==> src/rtl/ro_sampler_ctrl.sv <==
// Ring-oscillator entropy sampler: seeds, settles and free-runs NUM_LOOPS loops, then
// collects 32 XOR-combined samples into a word handed off with a valid/ack handshake.
module ro_sampler_ctrl #(
    parameter int unsigned NUM_LOOPS     = 4,
    parameter int unsigned SEED_CYCLES   = 16,
    parameter int unsigned SETTLE_CYCLES = 64,
    parameter int unsigned SAMPLE_DIV    = 8
) (
    input  logic                 clk_i,
    input  logic                 reset_i,
    input  logic                 enable_i,
    output logic [NUM_LOOPS-1:0] loop_ctrl_o,
    output logic                 loop_seed_o,
    input  logic [NUM_LOOPS-1:0] loop_d_i,
    output logic [31:0]          data_o,
    output logic                 valid_o,
    input  logic                 ack_i,
    output logic                 busy_o
);

    typedef enum logic [2:0] {
        StIdle,
        StSeed,
        StSettle,
        StCollect,
        StHold
    } state_e;

    // Phase counter is wide enough for the largest SETTLE_CYCLES, divider for SAMPLE_DIV.
    localparam logic [9:0] SeedLast   = 10'(SEED_CYCLES - 1);
    localparam logic [9:0] SettleLast = 10'(SETTLE_CYCLES - 1);
    localparam logic [7:0] DivLast    = 8'(SAMPLE_DIV - 1);

    state_e                state_q, state_d;
    logic [9:0]            phase_cnt_q, phase_cnt_d;
    logic [7:0]            div_cnt_q, div_cnt_d;
    logic [4:0]            bit_cnt_q, bit_cnt_d;
    logic [31:0]           shift_q, shift_d;
    logic [31:0]           data_q, data_d;
    logic                  valid_q, valid_d;
    logic [NUM_LOOPS-1:0]  sync1_q, sync2_q;
    logic                  sample_bit;

    assign sample_bit = ^sync2_q;

    always_ff @(posedge clk_i or posedge reset_i) begin
        if (reset_i) begin
            state_q <= StIdle;
        end else begin
            state_q <= state_d;
        end
    end

    always_comb begin
        state_d = state_q;
        unique case (state_q)
            StIdle: begin
                if (enable_i) state_d = StSeed;
            end
            StSeed: begin
                if (!enable_i)                  state_d = StIdle;
                else if (phase_cnt_q == SeedLast) state_d = StSettle;
            end
            StSettle: begin
                if (!enable_i)                    state_d = StIdle;
                else if (phase_cnt_q == SettleLast) state_d = StCollect;
            end
            StCollect: begin
                if (!enable_i)                                   state_d = StIdle;
                else if (div_cnt_q == DivLast && bit_cnt_q == 5'd31) state_d = StHold;
            end
            StHold: begin
                // enable is deliberately ignored here: the word waits for ack.
                if (ack_i) state_d = enable_i ? StSeed : StIdle;
            end
            default: state_d = StIdle;
        endcase
    end

    always_comb begin
        loop_ctrl_o = '1;
        loop_seed_o = 1'b0;
        if (state_q == StSettle || state_q == StCollect) loop_ctrl_o = '0;
        if (state_q == StSeed) loop_seed_o = 1'b1;
        busy_o  = (state_q != StIdle);
        data_o  = data_q;
        valid_o = valid_q;
    end

    always_comb begin
        phase_cnt_d = phase_cnt_q;
        div_cnt_d   = div_cnt_q;
        bit_cnt_d   = bit_cnt_q;
        shift_d     = shift_q;
        data_d      = data_q;
        valid_d     = valid_q;
        unique case (state_q)
            StSeed, StSettle: phase_cnt_d = phase_cnt_q + 10'd1;
            StCollect: begin
                if (div_cnt_q == DivLast) begin
                    div_cnt_d = 8'd0;
                    bit_cnt_d = bit_cnt_q + 5'd1;
                    shift_d   = {shift_q[30:0], sample_bit};
                    if (bit_cnt_q == 5'd31 && enable_i) begin
                        data_d  = {shift_q[30:0], sample_bit};
                        valid_d = 1'b1;
                    end
                end else begin
                    div_cnt_d = div_cnt_q + 8'd1;
                end
            end
            StHold: begin
                if (ack_i) valid_d = 1'b0;
            end
            default: ;
        endcase
        // Every phase starts from clean counters; an aborted word leaves nothing behind.
        if (state_d != state_q) begin
            phase_cnt_d = 10'd0;
            div_cnt_d   = 8'd0;
            bit_cnt_d   = 5'd0;
            shift_d     = 32'd0;
        end
    end

    always_ff @(posedge clk_i or posedge reset_i) begin
        if (reset_i) begin
            phase_cnt_q <= 10'd0;
            div_cnt_q   <= 8'd0;
            bit_cnt_q   <= 5'd0;
            shift_q     <= 32'd0;
            data_q      <= 32'd0;
            valid_q     <= 1'b0;
            sync1_q     <= '0;
            sync2_q     <= '0;
        end else begin
            phase_cnt_q <= phase_cnt_d;
            div_cnt_q   <= div_cnt_d;
            bit_cnt_q   <= bit_cnt_d;
            shift_q     <= shift_d;
            data_q      <= data_d;
            valid_q     <= valid_d;
            sync1_q     <= loop_d_i;
            sync2_q     <= sync1_q;
        end
    end

endmodule
==> config.mk <==
export PLATFORM = sky130hd
export DESIGN_NAME = ro_sampler_ctrl
export DESIGN_NICKNAME = d
export VERILOG_FILES = /design/src/rtl/ro_sampler_ctrl.sv
export SDC_FILE = /design/constraint.sdc
export NUM_CORES = 1
export LEC_CHECK = 0
export ABC_AREA = 1
export BUFFER_PORTS_ARGS = -buffer_cell sky130_fd_sc_hd__buf_2
export CORE_MARGIN = 3
export CORE_UTILIZATION = 58
export DETAILED_ROUTE_END_ITERATION = 10
export PLACE_DENSITY_LB_ADDON = 0.2
export SKIP_CTS_REPAIR_TIMING = 1
export SLEW_MARGIN = 20
export SYNTH_ARGS = -nofsm -noshare
export SYNTH_HDL_FRONTEND = slang
export SYNTH_SLANG_ARGS = --single-unit
export TNS_END_PERCENT = 100
==> constraint.sdc <==
create_clock -name clk_i -period 4.4 [get_ports clk_i]
set_clock_uncertainty 0.2 [all_clocks]
set_input_delay 0.66 -clock clk_i [delete_from_list [all_inputs] [get_ports clk_i]]
set_output_delay 0.66 -clock clk_i [all_outputs]
set_load 0.005 [all_outputs]
# Word level (Yosys, flattened, before mapping)
# Cells that the tools add are included.
dict set report totals {
  register_bits 98
  inputBits 8
  output_inout_bits 39
  word_cells 65
}
dict set report classes {
  add_sub_neg 3
  eq_ne 12
  muxes 27
  reduce_logical 14
}
# op n
set ops {}
lappend ops {{$mux 31} 3}
lappend ops {{$mux 3} 8}
lappend ops {{$mux 8} 3}
lappend ops {{$mux 10} 2}
lappend ops {{$mux 5} 3}
lappend ops {{$pmux 3 s5} 1}
lappend ops {{$add 10x1->10 const B} 1}
lappend ops {{$eq 10x4->1 const B} 1}
lappend ops {{$eq 10x6->1 const B} 1}
lappend ops {{$add 8x1->8 const B} 1}
lappend ops {{$eq 8x3->1 const B} 1}
lappend ops {{$reduce_bool 2->1} 4}
lappend ops {{$eq 3x2->1 const B} 2}
lappend ops {{$add 5x1->5 const B} 1}
lappend ops {{$eq 5x5->1 const B} 1}
lappend ops {{$mux 1} 5}
lappend ops {{$mux 4} 1}
lappend ops {{$ne 2x2->1 const B} 2}
lappend ops {{$reduce_and 4->1} 1}
lappend ops {{$reduce_xor 4->1} 1}
lappend ops {{$eq 3x1->1 const B} 1}
lappend ops {{$eq 3x3->1 const B} 1}
lappend ops {{$logic_not 3->1} 1}
lappend ops {{$ne 3x3->1} 1}
lappend ops {{other kinds (8)} 9}

# Logic depth before layout (Yosys ltp)
dict set report logic_depth {
  ltp_word 8
  mapped_depth 14
}

# Worst setup path after synthesis
# Ideal clock, no wire load.
dict set report synth_path {
  path_kind {reg2reg}
  startpoint {register bit_cnt_q[0]}
  endpoint {register bit_cnt_q[1]}
  setup_time_ps 73
  t_arrival_ps 1925
  required_time_ps 4127
  path_slack_ps 2202
  stages_incl_launch_ff 15
  path_buffers 2
  synth_period_minus_slack_ps 2198
  cell_sequence {dfrtp_1 ha_1 and3_1 ha_1 nand2_1 nor2_1 nand2_2 nand2_1 nand2_1 nand2_1 nor2_2 nand2_2 buf_6 buf_6 a21oi_2}
}
dict set report synth_via {
  elab_chain_len 8
  word_cells_on_any_way 13
  classes_between {add/sub (1); eq/ne (2); mux (6); reduce/logical (4)}
}
# item line_no
set synth_rtl {}
lappend synth_rtl {{start: declaration} 37} ;# logic [4:0] bit_cnt_q, bit_cnt_d;
lappend synth_rtl {{start signal: assignment} 139} ;# bit_cnt_q <= bit_cnt_d;
lappend synth_rtl {{$eq 5x5->1} 70} ;# else if (div_cnt_q == DivLast && bit_cnt_q == 5'd31) state_d = StHold;
lappend synth_rtl {{$logic_and 1x1->1} 70}
lappend synth_rtl {{$mux 3} 70}
lappend synth_rtl {{$mux 3} 69} ;# if (!enable_i) state_d = StIdle;
lappend synth_rtl {{$pmux 3 s5} 56} ;# unique case (state_q)
lappend synth_rtl {{$ne 3x3->1} 118} ;# if (state_d != state_q) begin
lappend synth_rtl {{$reduce_bool 2->1 (no source line)} n/a}
lappend synth_rtl {{$reduce_and 2->1 (no source line)} n/a}
# Parallel ways exist; a longest one is shown, timed or not. The select of a mux whose other input is x is not followed.
# A chain may end at the register's enable or synchronous reset.

# Worst setup path in the final report
dict set report layout_path {
  startpoint {register bit_cnt_q[0]}
  endpoint {register bit_cnt_q[0]}
}
# The elaborated chain is that of the path after synthesis.

==> results.json <==
{
  "status": "finished clean",
  "routabilityCongestion": 0.859,
  "grt_use_total_pct": 19.4,
  "route.detailed.drc": 0,
  "tritoncts": "yes",
  "grt_pass1_vias": 2987,
  "crit_buf_inv": 0,
  "power.density_nw_per_um2": 327,
  "clock-root-buffer": "clkbuf_8",
  "endpoint_kind": "flop",
  "final_cell_area_sq_um": 4730,
  "crit_path_start": "bit_cnt_q[0]",
  "portBuffers": 46,
  "ios": 47,
  "fin_ws_ns": 1.48,
  "crit_path_top_delay_cell": "nand2_4",
  "grt-ovfl-total": 0,
  "power_leakage_nw": 2.36,
  "area.growth.synth_to_final_pct": 9.97,
  "synth.distinct_cells": 29,
  "path_delay_family": "simple AND/OR/NAND/NOR gates",
  "synth_area_sq_um": 4300,
  "hpwl_microns": 4920,
  "cp.depth": 12,
  "vias": 3006,
  "clkPwrFrac_pct": 33.2,
  "tightest_slew_ns": 0.890,
  "r2r_start": "bit_cnt_q[0]",
  "fin_crit_sh_pct": 66.4,
  "seqPwrFrac_pct": 59.4,
  "slew_violations": 0,
  "wirelength_microns": 7530,
  "yosys_warnings": 0,
  "total_power_w": 0.00155,
  "syn_inst": 424,
  "fin_setup_tns_ns": 0,
  "report.final.setup_viol": 0,
  "max-vdd-ir-drop_mv": 0.181,
  "switching_power_w": 0.000393,
  "finalHoldViolations": 0,
  "ant_nets": 0,
  "firstDrtPassIters": 5,
  "holdPathStages": 0,
  "maxSlewHeadroom_pct": 40.7,
  "cap_violations": 0,
  "clkTransAtPathRegs_ns": 0.09,
  "diodes": 0,
  "grt_antenna_before_repair": 0,
  "hp-class": "flop to flop",
  "ctsHtreeMaxLevel": 3,
  "dp_cells": 549,
  "path_cells": "ha_1 -> and3_1 -> ha_1 -> nand2_1 -> nor2_1 -> nand2_2 -> nand2_1 -> nand2_1 -> nand2_1 -> nor2_2 -> nand2_4 -> nor3_1",
  "fmax_mhz": 343,
  "cts_made_buffers": 9,
  "fp-row-count": 30,
  "fillerInstances": 578,
  "start_util_pct": 61.6,
  "period_minus_slack_ns": 2.92,
  "rsz0062_at_grt": "no",
  "viasPerCell": 5.33,
  "layout-drive-gt1-share_pct": 28.0,
  "fp.dieW_microns": 92.1,
  "drt-initial-drc-count": 128,
  "critPathKind": "flop to flop",
  "ff2ff_path_depth": 12,
  "cts_sinks": 98,
  "crit_arrival_ns": 2.99,
  "crit_path_start_kind": "flop",
  "cp.required_ns": 4.47,
  "insertion_delay_ns": 0.36,
  "instances_no_fill": 564,
  "coreArea_sq_um": 6980,
  "post_drt_wl_per_cell_microns": 13.4,
  "syn_nets": 436,
  "yosys_register_bits": 98,
  "ys_seq_area_share_pct": 57.0,
  "cts_buffer_depth": 2,
  "die_area_sq_um": 8490,
  "hp-start": "sync1_q[1]",
  "critPathMaxFanout": 48,
  "grt_pass1_wl_microns": 13200,
  "p_int_w": 0.00115,
  "crit_path_frequent_cell": "nand2_1",
  "die_h_microns": 92.1,
  "avgSynthCellArea_sq_um": 10.2,
  "grt_max_degree": 78,
  "placedInstanceArea_sq_um": 4560,
  "place_ws_ns": 1.18,
  "switching_share_pct": 25.4,
  "final_net_count": 476,
  "crit_path_max_incr_delay_ns": 0.46,
  "p_comb_share_pct": 7.5
}
synth_stat cells:
cell / count / share of area, %
nand2_1: 108 / 9.4
dfrtp_1: 98 / 57
nor2_1: 31 / 2.7
mux2_2: 30 / 7.8
inv_1: 22 / 1.9
a21oi_2: 21 / 4.3
a21oi_1: 20 / 2.3
nand4_1: 14 / 2.0
nand3_1: 13 / 1.5
xor2_1: 10 / 2.0
buf_2: 8 / 0.93
clkbuf_1: 6 / 0.52
inv_2: 6 / 0.52
xnor2_1: 5 / 1.0
ha_1: 4 / 1.2
nand2_2: 4 / 0.58
nor3_1: 4 / 0.47
buf_4: 3 / 0.52
buf_6: 3 / 0.78
o21ai_0: 3 / 0.35
and3_1: 2 / 0.29
nor2_4: 2 / 0.52
a31o_2: 1 / 0.20
a41oi_1: 1 / 0.20
nand3_2: 1 / 0.23
nor2_2: 1 / 0.15
nor3b_1: 1 / 0.17
o21bai_1: 1 / 0.17
or2_2: 1 / 0.15
routing by layer:
metal  vias up  GRT usage (%)  part of all wire, %  wire, microns
met5         -              0                    0              0
met4         0           8.17                  1.9            142
met3        10           3.53                  3.8            287
met2        67           32.4                   48           3630
met1      1480           25.0                   46           3470
li1       1449              -                    -              -
worst paths after layout:
path / slack [ns] / end
min in group asynchronous: 0.28 / data_o[17]
setup / recovery: 1.48 / bit_cnt_q[0]
hold / removal: 0.16 / sync2_q[1]
hold reg to reg: 0.16 / sync2_q[1]
setup reg to reg: 1.48 / bit_cnt_q[0]
max in group asynchronous: 2.89 / div_cnt_q[1]
sequential cells by signal, summed over array words and instances, names as in the netlist:
| signal | cells |
|---|---|
| bit_cnt_q | 5 |
| state_q | 3 |
| div_cnt_q | 8 |
| data_o | 32 |
| sync1_q | 4 |
| valid_o | 1 |
| sync2_q | 4 |
| phase_cnt_q | 10 |
| shift_q | 31 |
power groups by stage:
stage / clock network, W / logic (W) / registers, W
2_1_floorplan: 0 / 0.000105 / 0.000934
3_3_place_gp: 0 / 0.000114 / 0.000935
3_5_place_dp: 0 / 0.000116 / 0.000936
4_1_cts: 0.000530 / 0.000117 / 0.000918
5_1_grt: 0.000566 / 0.000130 / 0.000919
6_report: 0.000513 / 0.000115 / 0.000918
kinds of logic (layout without fill, tap and decap cells):
group / after synthesis / after routing / synth area share, %
simple gates: 182 / 182 / 18.2
fa+ha+maj: 4 / 4 / 1.16
compound gates: 47 / 47 / 7.53
xor+xnor: 15 / 15 / 3.05
buf+inv: 48 / 92 / 5.20
flops: 98 / 98 / 57.0
mux: 30 / 30 / 7.85
final cells by class:
cell class	count	area [sq um]	share of cell area, %
well taps	96	120	2.54
flip-flops and latches	98	2450	51.8
clock inverters	4	26.3	0.555
inverters	28	108	2.27
repair buffers	49	253	5.34
multi-input cells	278	1630	34.5
clock buffers	11	141	2.99
stage by stage:
step	hold WS (ns)	util (%)
3_3_place_gp	0.133	65.3
5_1_grt	0.173	67.8
2_1_floorplan	0.131	-
4_1_cts	0.159	67.7
6_report	0.157	67.8
3_5_place_dp	0.140	65.3
cell usage in the layout (no fill, tap or decap):
cell,instances
nand2_1,108
dfrtp_1,98
buf_2,46
nor2_1,31
mux2_2,30
inv_1,21
a21oi_2,21
a21oi_1,20
nand4_1,14
nand3_1,13
xor2_1,10
clkbuf_8,10
inv_2,6
xnor2_1,5
nor3_1,4
ha_1,4
o21ai_0,3
nand2_2,3
buf_4,3
and3_1,2
nor2_4,2
clkinv_2,2
nor3b_1,1
nand3_2,1
nor2_2,1
nand2_4,1
a31o_2,1
or2_2,1
o21bai_1,1
inv_4,1
a41oi_1,1
clkbuf_1,1
clkinvlp_4,1
inv_6,1
(Power assumes the default switching activity.)
